--- config.mk ---
export PLATFORM = sky130hd
export DESIGN_NAME = fb_arbiter
export DESIGN_NICKNAME = d
export VERILOG_FILES = /design/src/rtl/fb_arbiter.sv
export SDC_FILE = /design/constraint.sdc
export NUM_CORES = 1
export LEC_CHECK = 0
export BUFFER_PORTS_ARGS = -buffer_cell sky130_fd_sc_hd__buf_2
export CAP_MARGIN = 30
export CORE_AREA = 2 2 64 90
export CTS_CLUSTER_SIZE = 40
export DETAILED_ROUTE_END_ITERATION = 8
export DIE_AREA = 0 0 66 92
export PLACE_DENSITY = 0.94
export SYNTH_ARGS = -nofsm -noshare
export SYNTH_HDL_FRONTEND = slang
export SYNTH_SLANG_ARGS = --single-unit
--- constraint.sdc ---
create_clock -name clk -period 5.3 [get_ports clk]
set_input_delay 0.265 -clock clk [delete_from_list [all_inputs] [get_ports clk]]
set_output_delay 0.265 -clock clk [all_outputs]
set_load 0.05 [all_outputs]
--- src/rtl/fb_arbiter.sv ---
// -----------------------------------------------------------------------------
// fb_arbiter
//
// Single-port frame-buffer arbiter. The VGA pixel fetch path has strict
// priority and a fixed 3-cycle read latency. The CPU result writer gets the
// remaining memory slots through a req/ack handshake. The block drives a
// synchronous RAM whose read data appears one cycle after the address.
//
// Ports
//   clk, rst         system clock; asynchronous active-low reset
//   disp_en          display fetch enable (low: disp_req ignored)
//   disp_req         display read request, one-cycle qualifier
//   disp_addr        display read address
//   disp_valid       display read data valid (3 cycles after disp_req)
//   disp_data        display read data
//   cpu_req          CPU request, held high until cpu_ack
//   cpu_we           1 = write, 0 = read (stable while cpu_req high)
//   cpu_addr         CPU address (stable while cpu_req high)
//   cpu_wdata        CPU write data (stable while cpu_req high)
//   cpu_ack          one-cycle completion pulse
//   cpu_rdata        CPU read data, valid with cpu_ack for reads
//   cpu_stall_cnt    saturating count of cycles the CPU lost arbitration
//   mem_addr         RAM address (registered)
//   mem_we           RAM write enable (registered)
//   mem_wdata        RAM write data (registered)
//   mem_rdata        RAM read data, one cycle after mem_addr
// -----------------------------------------------------------------------------
module fb_arbiter #(
  parameter int ADDR_W  = 16,
  parameter int DATA_W  = 8,
  parameter int STALL_W = 16
) (
  input  logic               clk,
  input  logic               rst,
  input  logic               disp_en,
  input  logic               disp_req,
  input  logic [ADDR_W-1:0]  disp_addr,
  output logic               disp_valid,
  output logic [DATA_W-1:0]  disp_data,
  input  logic               cpu_req,
  input  logic               cpu_we,
  input  logic [ADDR_W-1:0]  cpu_addr,
  input  logic [DATA_W-1:0]  cpu_wdata,
  output logic               cpu_ack,
  output logic [DATA_W-1:0]  cpu_rdata,
  output logic [STALL_W-1:0] cpu_stall_cnt,
  output logic [ADDR_W-1:0]  mem_addr,
  output logic               mem_we,
  output logic [DATA_W-1:0]  mem_wdata,
  input  logic [DATA_W-1:0]  mem_rdata
);

  typedef enum logic [1:0] {
    C_IDLE = 2'd0,
    C_WR   = 2'd1,
    C_RD1  = 2'd2,
    C_RD2  = 2'd3
  } cpu_state_e;

  cpu_state_e         r_state;
  cpu_state_e         w_state_nxt;

  logic               w_disp_win;
  logic               w_cpu_ready;
  logic               w_cpu_win;
  logic               w_stall_inc;

  logic [1:0]         r_disp_tag;
  logic               r_disp_valid;
  logic [DATA_W-1:0]  r_disp_data;
  logic               r_cpu_ack;
  logic [DATA_W-1:0]  r_cpu_rdata;
  logic [STALL_W-1:0] r_stall_cnt;
  logic [ADDR_W-1:0]  r_mem_addr;
  logic               r_mem_we;
  logic [DATA_W-1:0]  r_mem_wdata;

  // ---------------------------------------------------------------------------
  // Slot grant and CPU next-state logic.
  // ---------------------------------------------------------------------------
  always_comb begin
    // NOTE: every signal written here gets a default first, so no path through
    // the block leaves it unassigned and no latch is inferred.
    w_disp_win  = disp_en && disp_req;
    // The read-ack cycle is already back in C_IDLE, but cpu_req in that cycle
    // still belongs to the finished transaction, so it must not be granted
    // (and does not count as a stall).
    w_cpu_ready = (r_state == C_IDLE) && !r_cpu_ack;
    w_cpu_win   = cpu_req && w_cpu_ready && !w_disp_win;
    w_stall_inc = cpu_req && w_cpu_ready && w_disp_win;
    w_state_nxt = r_state;

    case (r_state)
      C_IDLE:  if (w_cpu_win) w_state_nxt = cpu_we ? C_WR : C_RD1;
      C_WR:    w_state_nxt = C_IDLE;
      C_RD1:   w_state_nxt = C_RD2;
      C_RD2:   w_state_nxt = C_IDLE;
      default: w_state_nxt = C_IDLE;
    endcase
  end

  // ---------------------------------------------------------------------------
  // CPU FSM state register.
  // ---------------------------------------------------------------------------
  always_ff @(posedge clk or negedge rst) begin
    // NOTE: sequential state uses non-blocking assignments so every register
    // samples the pre-edge values regardless of statement order.
    if (!rst) begin
      r_state <= C_IDLE;
    end else begin
      r_state <= w_state_nxt;
    end
  end

  // ---------------------------------------------------------------------------
  // Memory port, display pipeline, CPU completion and stall counter.
  // ---------------------------------------------------------------------------
  always_ff @(posedge clk or negedge rst) begin
    if (!rst) begin
      r_mem_addr   <= '0;
      r_mem_we     <= 1'b0;
      r_mem_wdata  <= '0;
      r_disp_tag   <= 2'b00;
      r_disp_valid <= 1'b0;
      r_disp_data  <= '0;
      r_cpu_ack    <= 1'b0;
      r_cpu_rdata  <= '0;
      r_stall_cnt  <= '0;
    end else begin
      // An idle slot keeps the previous address and only drops the write.
      r_mem_we <= w_cpu_win && cpu_we;
      if (w_disp_win) begin
        r_mem_addr <= disp_addr;
      end else if (w_cpu_win) begin
        r_mem_addr <= cpu_addr;
        if (cpu_we) r_mem_wdata <= cpu_wdata;
      end

      // Tag bit 1 lines up with mem_rdata for a display read issued two
      // cycles ago; in-flight reads finish even if disp_en has dropped.
      r_disp_tag   <= {r_disp_tag[0], w_disp_win};
      r_disp_valid <= r_disp_tag[1];
      if (r_disp_tag[1]) r_disp_data <= mem_rdata;

      // Write ack coincides with mem_we; read ack follows C_RD2.
      r_cpu_ack <= (w_cpu_win && cpu_we) || (r_state == C_RD2);
      if (r_state == C_RD2) r_cpu_rdata <= mem_rdata;

      if (w_stall_inc && (r_stall_cnt != '1)) begin
        r_stall_cnt <= r_stall_cnt + STALL_W'(1);
      end
    end
  end

  assign disp_valid    = r_disp_valid;
  assign disp_data     = r_disp_data;
  assign cpu_ack       = r_cpu_ack;
  assign cpu_rdata     = r_cpu_rdata;
  assign cpu_stall_cnt = r_stall_cnt;
  assign mem_addr      = r_mem_addr;
  assign mem_we        = r_mem_we;
  assign mem_wdata     = r_mem_wdata;

endmodule

==> implementation parameters, run 1 <==
Parameter                              Value

GRT
  Largest net degree at the start of global routing ... 64
  Number of global-route vias before repair ... slightly below 2,000
  Overall fraction of global-route tracks in use ... 19.8%
  Global route overflow ... 0
  Wire length of the first global-routing pass ... 9110 µm
  Number of antenna violations at the first check in global routing ... 0

Yosys
  Number of enable flip-flop cells after synthesis ... 0
  Post-synth ARST share ... 100%
  Library cell with the highest instance count after synthesis ... sky130_fd_sc_hd__dfrtp_1
  Library cell with the largest summed area after synthesis ... sky130_fd_sc_hd__dfrtp_1
  Share of synthesized cell area in and, or, nand and nor gates ... 11.2%
  Xor and xnor fraction of the mapped netlist area ... 4.70%
  Most numerous cell types in the synthesized netlist ... sky130_fd_sc_hd__dfrtp_1 (63), sky130_fd_sc_hd__mux2_2 (25), sky130_fd_sc_hd__nand2_1 (24)
  Synthesized netlist net count ... 262
  Synthesis Warnings ... 0
  Cell types with the largest area share after synthesis ... sky130_fd_sc_hd__dfrtp_1 (60%), sky130_fd_sc_hd__mux2_2 (11%), sky130_fd_sc_hd__mux2i_1 (6.1%)
  Adder-Cell Fraction of Synth Area ... less than 1%
  Mux cell area share after synthesis ... 16.9%
  Netlist area before placement ... 2610 µm²
  Most instantiated flip-flop cell in the synthesis netlist ... sky130_fd_sc_hd__dfrtp_1
  Part of the Yosys area used for sequential elements ... 60.5%
  Yosys reg bits ... 63
  Avg Synthesized Cell Area ... 12.6 µm²
  Synth top area share ... roughly 60%
  Number of standard cells after synthesis ... slightly above 200
  Combinational family with the most area after synthesis ... multiplexers
  Compound-cell area share of the yosys netlist ... under 10%
  Number of distinct standard cells referenced by the synthesized netlist ... 29

CTS
  # hold bufs at CTS ... 0
  TritonCTS clock tree ... yes
  Clk buf depth ... 2
  CTS clock-pin slew for the worst setup and hold paths ... 70 ps
  Post-CTS repair timing setup buffer count ... 0
  Post-cts resize count ... 0
  Sink count of the clock tree ... 63
  Root buf cell ... sky130_fd_sc_hd__clkbuf_8
  Count of H-tree levels built during CTS ... 3
  Clock insertion delay at the later pin of the skew report ... 330 ps
  Clock buffer count from CTS ... 9

Floorplan
  Effective utilization at floorplan ... 48.6%
  Horizontal die dimension ... 66 µm
  Number of top-level pins ... 113
  Std cell rows ... 32
  Area of the die ... between 6000 and 7000 µm²
  Core region area ... 5370 µm²
  Die Ht ... 92 µm

Detailed routing
  # DRC ... 0
  Wire per inst ... 14.7 µm
  Total wirelength of the detailed-routed design ... 5830 µm
  Total via count in the routed design ... 2,031
  Antenna-violating nets left ... 0
  Starting DRT DRC Count ... 145
  Drt pass-1 iters ... 4
  Routed via count divided by cell count ... 5.12

Status
  Status ... complete, no violations

Power
  Worst vdd ir ... 0.000261 V
  Cell-internal power ... 1.10 mW
  Portion of total power attributed to the clock network ... 19.8%
  Total power after layout ... 2.04 mW
  Ratio of total power to cell area ... 591 nW/µm²
  Part of the power in combinational logic ... 45.2%
  Sequential fraction of design power ... 35.1%
  Net switching component of the power ... 0.941 mW
  Leakage power summed over all cells ... approximately 1.8 nW
  Switching portion of total power ... a little under half

Placed design
  Count of buffers from port buffering ... 112
  Worst Setup Slack post-DPL ... between 2000 and 3000 ps
  Placer Congestion ... 0.735
  Total half-perimeter wirelength after legalization and detailed placement ... 4170 µm
  Post-place instance area ... 3220 µm²

Timing
  Final Hold Slack ... between 90 and 100 ps
  Timing-limited maximum frequency ... around 420 MHz
  Setup repair after global routing missed its margin ... false
  Number of hold-slack violations in the final timing report ... 0
  Shortest clock period the worst path allows after layout ... about 2400 ps
  Final setup slack of the worst path ... 2920 ps
  Final setup vio count ... 0
  Fraction of the cycle the final worst path needs ... 44.9%
  Number of pins with negative max-slew slack in the final report ... 0
  Final sum of negative setup slack ... 0 ps
  Maximum clock skew at final layout ... about 12 ps
  Transition time of the tightest slew-check pin ... 947 ps
  Relative max-transition margin ... ~36%

Setup path
  Kind of launch point of the worst setup path ... flip-flop
  WP data arrival ... 2560 ps
  Critical Setup Path Class ... reg -> reg
  Slack of the worst reg-to-reg path ... 2920 ps
  Worst Reg2Reg Path Length in Cells ... 4
  R2R Path Start ... r_state[0]
  Crit Reg-Reg Endpoint ... cpu_stall_cnt[7]
  Element type at the critical path end ... flip-flop
  Largest fanout of any net on the critical path ... 6
  WP data required ... 5480 ps

Cells and area
  Antenna Diode Count ... 0
  Summed area of non-filler cells in the final layout ... 3450 µm²
  Proportion of layout cells with a drive suffix above 1 ... between 40% and 50%
  P&R area growth vs syn ... 32.3%
  Final #Nets ... 379

Worst hold path
  Hold crit path type ... in -> async

Job
  Max Cap Viol ... 0
==> per-stage QoR <==
step / util (%) / cells
6_report: 64.2 / 397
5_1_grt: 64.2 / 397
4_1_cts: 63.7 / 396
3_5_place_dp: 60.1 / 380
3_3_place_gp: 60.1 / 380
2_1_floorplan: - / 207
==> flip-flops by register name, summed over array words and instances, names as in the netlist <==
signal and count:
r_state 2, cpu_stall_cnt 16, cpu_rdata 8, cpu_ack 1, mem_addr 16, r_disp_tag 2, mem_wdata 8, mem_we 1
disp_data 8, disp_valid 1
==> critical path, stage by stage (launching register included) <==
cell and delay [ps]:
sky130_fd_sc_hd__dfrtp_1 420, sky130_fd_sc_hd__or4b_1 680, sky130_fd_sc_hd__or4b_1 680, sky130_fd_sc_hd__o21ai_0 290, sky130_fd_sc_hd__o21ai_0 180
==> routing by layer <==
metal,global-route usage (%),part of all wire [%]
met1,23.5,40
met2,33.8,53
met3,5.77,6.7
met4,6.63,1.1
met5,0,0
==> kinds of logic after synthesis <==
kind of cell             count (synthesis)
flip-flops                              63
buffers and inverters                   11
adder cells (fa/ha/maj)                  1
AO/OA/AOI/OAI                           22
AND/OR/NAND/NOR                         55
XOR/XNOR                                14
multiplexers                            41
==> worst max path at each step <==
| stage | from | slack [ps] | end | depth (start not counted) |
|---|---|---|---|---|
| after global placement | r_state[1] | 2650 | cpu_stall_cnt[15] | 4 |
| after floorplan | cpu_ack | 2960 | cpu_stall_cnt[15] | 6 |
| after detailed placement | r_state[1] | 2570 | cpu_stall_cnt[11] | 4 |
| after global routing | r_state[0] | 2790 | cpu_stall_cnt[7] | 4 |
| after CTS | r_state[0] | 2500 | cpu_stall_cnt[7] | 4 |
| final | r_state[0] | 2920 | cpu_stall_cnt[7] | 4 |
==> power by group through the flow <==
| stage | combinational, mW | clock, mW | sequential [mW] |
|---|---|---|---|
| 4_1_cts | 0.912 | 0.411 | 0.714 |
| 3_3_place_gp | 0.891 | 0 | 0.710 |
| 6_report | 0.920 | 0.403 | 0.714 |
| 5_1_grt | 0.966 | 0.437 | 0.734 |
| 2_1_floorplan | 0.213 | 0 | 1.19 |
| 3_5_place_dp | 0.912 | 0 | 0.720 |
==> layout make-up <==
cell class | instances | area [µm²]
multi-input combinational | 133 | 983
inverter | 3 | 11.3
clock inverter | 7 | 71.3
tap | 68 | 85.1
clock buffer | 9 | 124
sequential | 63 | 1580
timing repair buffer | 114 | 596
fill | 422 | 1920
==> cell usage in the layout, fill, tap and decap left out, types with 2 or more instances in the layout <==
cell,synthesis,layout
sky130_fd_sc_hd__xor2_1,11,11
sky130_fd_sc_hd__mux2_2,25,25
sky130_fd_sc_hd__or4b_1,2,2
sky130_fd_sc_hd__inv_1,2,2
sky130_fd_sc_hd__nor4_1,3,3
sky130_fd_sc_hd__buf_2,1,112
sky130_fd_sc_hd__clkbuf_8,0,9
sky130_fd_sc_hd__nand3_1,5,5
sky130_fd_sc_hd__nor3_1,6,6
sky130_fd_sc_hd__a21oi_1,2,2
sky130_fd_sc_hd__clkinv_2,0,2
sky130_fd_sc_hd__dfrtp_1,63,63
sky130_fd_sc_hd__nor3b_1,2,2
sky130_fd_sc_hd__clkinvlp_4,0,3
sky130_fd_sc_hd__nor2_1,2,2
sky130_fd_sc_hd__and4_1,2,2
sky130_fd_sc_hd__nand2_1,24,24
sky130_fd_sc_hd__xnor2_1,3,3
sky130_fd_sc_hd__o21ai_0,19,19
sky130_fd_sc_hd__nand4_1,4,4
sky130_fd_sc_hd__mux2i_1,16,16
Note: power is estimated with default switching activity, not from simulation.
==> run 2: changes to the inputs <==
--- a/config.mk
+++ b/config.mk
@@ -7,11 +7,11 @@
 export LEC_CHECK = 0
 export BUFFER_PORTS_ARGS = -buffer_cell sky130_fd_sc_hd__buf_2
 export CAP_MARGIN = 30
-export CORE_AREA = 2 2 64 90
+export CORE_AREA = 2 2 70 99
 export CTS_CLUSTER_SIZE = 40
 export DETAILED_ROUTE_END_ITERATION = 8
-export DIE_AREA = 0 0 66 92
-export PLACE_DENSITY = 0.94
+export DIE_AREA = 0 0 72 101
+export PLACE_DENSITY = 0.84
 export SYNTH_ARGS = -nofsm -noshare
 export SYNTH_HDL_FRONTEND = slang
 export SYNTH_SLANG_ARGS = --single-unit
==> constraint.sdc (replaced) <==
create_clock -name clk -period 2 [get_ports clk]
set_input_delay 0.1 -clock clk [delete_from_list [all_inputs] [get_ports clk]]
set_output_delay 0.1 -clock clk [all_outputs]
set_load 0.05 [all_outputs]
==> run 2 against run 1 <==
Register-to-register slack got worse by 2900 ps. Clock skew decreased by 1.3 ps. Critical path type unchanged. Combinational power grew to 2.8 times the previous value. Highest routed layer unchanged. Critical path depth unchanged. Design area is 14% higher. Global-route usage down 0.65 points.
==> implementation parameters, run 2 (synthesis results as in run 1) <==
Parameter                              Value

Placed design
  Post-place instance area ... 3330 µm² (was 3220 µm²)
  Placed cell count ... 397 (was 380)
  Count of buffers from port buffering ... 112 (unchanged)
  Placer Congestion ... 0.751 (was 0.735)
  Worst Setup Slack post-DPL ... -69.1 ps (was 2570 ps)
  Total half-perimeter wirelength after legalization and detailed placement ... 4210 µm (was 4170 µm)

Cells and area
  Top library cells by usage in the layout, fill and taps aside ... sky130_fd_sc_hd__buf_2 (112), sky130_fd_sc_hd__dfrtp_1 (62), sky130_fd_sc_hd__dlygate4sd3_1 (31) (was sky130_fd_sc_hd__buf_2 (112), sky130_fd_sc_hd__dfrtp_1 (63), sky130_fd_sc_hd__mux2_2 (25))
  Commonest non-fill, non-tap cell in the layout ... sky130_fd_sc_hd__buf_2 (unchanged)
  Summed area of non-filler cells in the final layout ... 3910 µm² (was 3450 µm²)
  Final cell count without fillers ... 444 (was 397)
  P&R area growth vs syn ... 50.1% (was 32.3%)
  Proportion of layout cells with a drive suffix above 1 ... 46.2% (was 47.4%)
  Antenna Diode Count ... 0 (unchanged)
  Final #Nets ... 420 (was 379)

Detailed routing
  Starting DRT DRC Count ... 67 (was 145)
  Antenna-violating nets left ... 0 (unchanged)
  Wire per inst ... 15.0 µm (was 14.7 µm)
  Total length of routed met3 wires ... 426 µm (was 390 µm)
  Drt pass-1 iters ... 4 (unchanged)
  Routed via count divided by cell count ... 5.05 (was 5.12)
  Total wirelength of the detailed-routed design ... 6640 µm (was 5830 µm)
  Max layer used ... met4 (unchanged)
  # DRC ... 0 (unchanged)
  Sum of met2 wire segment lengths after detailed routing ... 3580 µm (was 3070 µm)
  Wl on met1 ... 2590 µm (was 2310 µm)
  Total via count in the routed design ... 2,243 (was 2,031)

GRT
  Overall fraction of global-route tracks in use ... 19.1% (was 19.8%)
  Largest net degree at the start of global routing ... 64 (unchanged)
  Global route overflow ... 0 (unchanged)
  Wire length of the first global-routing pass ... 10,600 µm (was 9110 µm)
  Number of antenna violations at the first check in global routing ... 0 (unchanged)
  Number of global-route vias before repair ... 2,294 (was 1,964)

Timing
  Maximum clock skew at final layout ... 10.3 ps (was 11.6 ps)
  Timing-limited maximum frequency ... 503 MHz (was 420 MHz)
  Shortest clock period the worst path allows after layout ... 1990 ps (was 2380 ps)
  Final sum of negative setup slack ... 0 ps (unchanged)
  Relative max-transition margin ... 54.5% (was 36.3%)
  Fraction of the cycle the final worst path needs ... 99.5% (was 44.9%)
  Setup repair after global routing missed its margin ... true (was false)
  Final setup slack of the worst path ... 10.4 ps (was 2920 ps)
  Number of hold-slack violations in the final timing report ... 0 (unchanged)
  Final setup vio count ... 0 (unchanged)
  Number of pins with negative max-slew slack in the final report ... 0 (unchanged)
  Transition time of the tightest slew-check pin ... 677 ps (was 947 ps)

Setup path
  Largest fanout of any net on the critical path ... 6 (unchanged)
  Element type at the critical path end ... flip-flop (unchanged)
  Critical Setup Path Class ... reg -> reg (unchanged)
  Slack of the worst reg-to-reg path ... 10 ps (was 2920 ps)
  WP data arrival ... 2240 ps (was 2560 ps)
  Kind of launch point of the worst setup path ... flip-flop (unchanged)
  WP data required ... 2250 ps (was 5480 ps)

Floorplan
  Area of the die ... 7270 µm² (was 6070 µm²)
  Effective utilization at floorplan ... 40.5% (was 48.6%)
  Core region area ... 6440 µm² (was 5370 µm²)
  Number of top-level pins ... 113 (unchanged)
  Die Ht ... 101 µm (was 92 µm)
  Horizontal die dimension ... 72 µm (was 66 µm)
  Std cell rows ... 35 (was 32)

Power
  Leakage power summed over all cells ... 2.02 nW (was 1.81 nW)
  Worst vdd ir ... 0.000935 V (was 0.000261 V)
  Total power after layout ... 5.78 mW (was 2.04 mW)
  Ratio of total power to cell area ... 1480 nW/µm² (was 591 nW/µm²)

CTS
  Clk buf depth ... 2 (unchanged)
  Clock insertion delay at the later pin of the skew report ... 340 ps (was 330 ps)
  Clock buffer count from CTS ... 9 (unchanged)
  CTS clock-pin slew for the worst setup and hold paths ... 70 ps (about the same)
  Post-CTS repair timing setup buffer count ... 0 (unchanged)
  Sink count of the clock tree ... 63 (unchanged)
  Root buf cell ... sky130_fd_sc_hd__clkbuf_8 (unchanged)
  Count of H-tree levels built during CTS ... 3 (unchanged)
  TritonCTS clock tree ... yes (unchanged)

Job
  Max Cap Viol ... 0 (unchanged)

Worst hold path
  Hold crit path type ... in -> reg (was in -> async)

Status
  Status ... complete, no violations (unchanged)
## run 2: power breakdown
| part | switching (mW) | total, mW | internal (mW) |
|---|---|---|---|
| Sequential | 0.231 | 1.88 | 1.65 |
| Clock | 0.487 | 1.34 | 0.857 |
| Combinational | 1.81 | 2.56 | 0.750 |
| Total | 2.52 | 5.78 | 3.26 |
## run 2: repair_timing
action,in CTS,in global routing
endpoints found under the setup margin,4,5
pin swaps,1,0
cloned,0,0
hold buffers,31,0
endpoints found under the hold margin,96,0
resized for setup,2,2
## run 2: worst paths after layout
kind,cells after the start,to,startpoint
worst max-delay path,4,cpu_stall_cnt[15],r_state[1]
worst min-delay path,2,cpu_rdata[7],mem_rdata[7]
worst max register to register,4,cpu_stall_cnt[15],r_state[1]
worst min register to register,0,r_disp_tag[1],r_disp_tag[0]
max in group asynchronous,3,cpu_ack,rst
min in group asynchronous,3,cpu_stall_cnt[12],rst
## run 2: per-layer routing
| metal | vias to the layer above | GRT usage, % |
|---|---|---|
| met5 | - | 0 |
| met4 | 0 | 7.40 |
| met3 | 4 | 5.60 |
| met2 | 85 | 33.3 |
| met1 | 1104 | 21.8 |
| li1 | 1050 | - |
## run 2: final cells by class
class | instances | area (µm²)
repair buffers | 155 | 973
fillers | 537 | 2520
multi-input cells | 133 | 1010
clock buffers | 10 | 138
inverters | 3 | 11.3
flip-flops and latches | 63 | 1580
well taps | 74 | 92.6
clock inverters | 6 | 108
## run 2: worst max-delay path, cell delays in order, from the launching register on
cell and delay (ps):
sky130_fd_sc_hd__dfrtp_1 390, sky130_fd_sc_hd__or4b_4 550, sky130_fd_sc_hd__or4b_4 550, sky130_fd_sc_hd__nor4b_4 240, sky130_fd_sc_hd__xor2_1 180
## run 2: stage by stage
step | utilization [%] | hold WS (ps)
after floorplan | - | -196
after global placement | 51.8 | 133
after detailed placement | 51.8 | 137
after CTS | 60.6 | 0.604
after global routing | 60.8 | 6.52
final | 60.8 | 12.9
==> run 3: changes to the inputs <==
--- a/config.mk
+++ b/config.mk
@@ -7,10 +7,12 @@
 export LEC_CHECK = 0
 export BUFFER_PORTS_ARGS = -buffer_cell sky130_fd_sc_hd__buf_2
 export CAP_MARGIN = 30
-export CORE_AREA = 2 2 70 99
+export CELL_PAD_IN_SITES_DETAIL_PLACEMENT = 0
+export CELL_PAD_IN_SITES_GLOBAL_PLACEMENT = 1
+export CORE_AREA = 2 2 80 112
 export CTS_CLUSTER_SIZE = 40
 export DETAILED_ROUTE_END_ITERATION = 8
-export DIE_AREA = 0 0 72 101
+export DIE_AREA = 0 0 82 114
 export PLACE_DENSITY = 0.84
 export SYNTH_ARGS = -nofsm -noshare
 export SYNTH_HDL_FRONTEND = slang
==> constraint.sdc (replaced) <==
create_clock -name clk -period 1.6 [get_ports clk]
set_input_delay 0.08 -clock clk [delete_from_list [all_inputs] [get_ports clk]]
set_output_delay 0.08 -clock clk [all_outputs]
set_load 0.05 [all_outputs]
==> run 3 against run 2 <==
The run now ends with setup timing left. Global-route usage fell by 3.5 points. Critical path type unchanged. Sequential cell count did not move. Total power rose by 34%. Highest routed layer unchanged. Sequential power rose by 24%. Non-clock buffer count rose by 29. Clock power rose by 31%. First-iteration DRC count rose by 43%.
==> implementation parameters, run 3 (synthesis results as in run 1) <==
Parameter                              Value

Placed design
  Total half-perimeter wirelength after legalization and detailed placement ... 4520 µm (was 4210 µm)
  Worst Setup Slack post-DPL ... -490 ps (was -69.1 ps)
  Placer Congestion ... 0.766 (was 0.751)
  Placed cell count ... 447 (was 397)
  Count of buffers from port buffering ... 112 (unchanged)

CTS
  Clock insertion delay at the later pin of the skew report ... 330 ps (was 340 ps)
  Sink count of the clock tree ... 63 (unchanged)
  Clock buffer count from CTS ... 9 (unchanged)
  CTS clock-pin slew for the worst setup and hold paths ... 50 ps (was 70 ps)
  TritonCTS clock tree ... yes (unchanged)
  Root buf cell ... sky130_fd_sc_hd__clkbuf_16 (was sky130_fd_sc_hd__clkbuf_8)
  Count of H-tree levels built during CTS ... 3 (unchanged)
  Clk buf depth ... 2 (unchanged)

Detailed routing
  Total via count in the routed design ... 2,291 (was 2,243)
  Routed via count divided by cell count ... 4.55 (was 5.05)
  Starting DRT DRC Count ... 96 (was 67)
  Antenna-violating nets left ... 0 (unchanged)
  Drt pass-1 iters ... 4 (unchanged)
  # DRC ... 0 (unchanged)
  Wire per inst ... 14.2 µm (was 15.0 µm)
  Total wirelength of the detailed-routed design ... 7140 µm (was 6640 µm)

Status
  Status ... complete, but fails checks (was complete, no violations)
  Violated checks ... setup timing

Timing
  Number of hold-slack violations in the final timing report ... 0 (unchanged)
  Number of pins with negative max-slew slack in the final report ... 0 (unchanged)
  Relative max-transition margin ... 72.5% (was 54.5%)
  Transition time of the tightest slew-check pin ... 412 ps (was 677 ps)
  Timing-limited maximum frequency ... 499 MHz (was 503 MHz)
  Setup repair after global routing missed its margin ... true (unchanged)
  Final sum of negative setup slack ... -6960 ps (was 0 ps)
  Shortest clock period the worst path allows after layout ... 2000 ps (was 1990 ps)
  Fraction of the cycle the final worst path needs ... 125% (was 99.5%)
  Maximum clock skew at final layout ... 7.18 ps (was 10.3 ps)
  Final setup vio count ... 41 (was 0)
  Final setup slack of the worst path ... -403 ps (was 10.4 ps)

Setup path
  WP data required ... 1840 ps (was 2250 ps)
  Element type at the critical path end ... flip-flop (unchanged)
  WP data arrival ... 2250 ps (was 2240 ps)
  Largest fanout of any net on the critical path ... 6 (unchanged)
  Critical Setup Path Class ... reg -> reg (unchanged)
  Kind of launch point of the worst setup path ... flip-flop (unchanged)

GRT
  Largest net degree at the start of global routing ... 64 (unchanged)
  Global route overflow ... 0 (unchanged)
  Number of antenna violations at the first check in global routing ... 0 (unchanged)
  Wire length of the first global-routing pass ... 11,000 µm (was 10,600 µm)
  Overall fraction of global-route tracks in use ... 15.6% (was 19.1%)
  Number of global-route vias before repair ... 2,337 (was 2,294)

Cells and area
  Final #Nets ... 449 (was 420)
  Commonest non-fill, non-tap cell in the layout ... sky130_fd_sc_hd__buf_2 (unchanged)
  Proportion of layout cells with a drive suffix above 1 ... 55.4% (was 46.2%)
  P&R area growth vs syn ... 70.3% (was 50.1%)
  Antenna Diode Count ... 0 (unchanged)
  Top library cells by usage in the layout, fill and taps aside ... sky130_fd_sc_hd__buf_2 (112), sky130_fd_sc_hd__dfrtp_1 (56), sky130_fd_sc_hd__dlygate4sd3_1 (31), sky130_fd_sc_hd__buf_4 (31), sky130_fd_sc_hd__mux2_2 (25) (was sky130_fd_sc_hd__buf_2 (112), sky130_fd_sc_hd__dfrtp_1 (62), sky130_fd_sc_hd__dlygate4sd3_1 (31))
  Final cell count without fillers ... 504 (was 444)

Power
  Leakage power summed over all cells ... 2.24 nW (was 2.02 nW)
  Worst vdd ir ... 0.000800 V (was 0.000935 V)
  Cell-internal power ... 4.39 mW (was 3.26 mW)
  Part of the power in combinational logic ... 47.0% (was 44.2%)
  Switching portion of total power ... 43.2% (was 43.6%)
  Net switching component of the power ... 3.34 mW (was 2.52 mW)
  Ratio of total power to cell area ... 1740 nW/µm² (was 1480 nW/µm²)
  Portion of total power attributed to the clock network ... 22.8% (was 23.2%)
  Total power after layout ... 7.73 mW (was 5.78 mW)
  Sequential fraction of design power ... 30.3% (was 32.6%)

Floorplan
  Core region area ... 8410 µm² (was 6440 µm²)
  Horizontal die dimension ... 82 µm (was 72 µm)
  Area of the die ... 9350 µm² (was 7270 µm²)
  Std cell rows ... 40 (was 35)
  Effective utilization at floorplan ... 31.0% (was 40.5%)
  Number of top-level pins ... 113 (unchanged)
  Die Ht ... 114 µm (was 101 µm)

Job
  Max Cap Viol ... 0 (unchanged)

Worst hold path
  Hold crit path type ... in -> reg (unchanged)
run 3: cell count changes in the layout (fill, tap and decap cells not counted), moves of 6 or more:
| cell | previous run | this run |
|---|---|---|
| sky130_fd_sc_hd__buf_4 | 11 | 31 |
| sky130_fd_sc_hd__dfrtp_1 | 62 | 56 |
| sky130_fd_sc_hd__o21ai_0 | 19 | 8 |
| sky130_fd_sc_hd__o21ai_1 | 0 | 11 |
| sky130_fd_sc_hd__clkbuf_8 | 10 | 1 |
| sky130_fd_sc_hd__buf_6 | 0 | 6 |
| sky130_fd_sc_hd__clkbuf_16 | 0 | 10 |
| sky130_fd_sc_hd__dfrtp_2 | 1 | 7 |
run 3: final timing paths:
kind	start	to	slack, ps	cells past startpoint
setup / recovery	r_state[1]	cpu_stall_cnt[15]	-400	4
hold / removal	mem_rdata[4]	disp_data[4]	10	2
setup reg to reg	r_state[1]	cpu_stall_cnt[15]	-400	4
hold reg to reg	r_disp_tag[0]	r_disp_tag[1]	350	0
max in group asynchronous	rst	cpu_ack	1000	3
min in group asynchronous	rst	cpu_stall_cnt[10]	310	3
run 3: layer usage:
layer	track usage (%)	up-vias	share of wire, %	wire length (µm)
li1	-	1103	-	-
met1	18.5	1096	40	2880
met2	26.2	81	53	3770
met3	4.11	11	5.2	373
met4	6.78	0	1.5	110
met5	0	-	0	0
run 3: cell type report:
class / count / area [µm²]
clock buffers: 11 / 243
clock inverters: 5 / 33.8
fillers: 731 / 3970
inverters: 3 / 11.3
multi-input cells: 133 / 1180
flip-flops and latches: 63 / 1590
well taps: 105 / 131
repair buffers: 184 / 1260
run 3: what timing repair did:
item / in CTS / in global routing
buffers inserted: 3 / 7
setup endpoints to repair: 25 / 41
cloned: 0 / 1
gates resized for setup: 27 / 26
hold buffers: 31 / 0
endpoints found under the hold margin: 95 / 0
pin swaps: 6 / 12
run 3: worst max-delay path, cell delays in order, from the launching register on:
cell and delay [ps]:
sky130_fd_sc_hd__dfrtp_1 380, sky130_fd_sc_hd__or4b_4 550, sky130_fd_sc_hd__or4b_4 570, sky130_fd_sc_hd__nor4b_4 250, sky130_fd_sc_hd__xor2_1 180
run 3: power groups by stage:
stage                     registers, mW  logic (mW)  clock network, mW
after detailed placement           2.34        3.23                  0
after CTS                          2.32        3.45               1.81
after floorplan                    3.94       0.716                  0
final                              2.34        3.63               1.76
after global routing               2.40        3.84               1.89
after global placement             2.31        3.19                  0
run 3: stage by stage:
stage	utilization [%]	hold WS [ps]	instance area (µm²)
final	52.8	12.5	4440
after global routing	52.8	6.59	4440
after floorplan	-	-216	2630
after global placement	41.9	116	3520
after CTS	50.5	0.465	4250
after detailed placement	41.9	122	3520
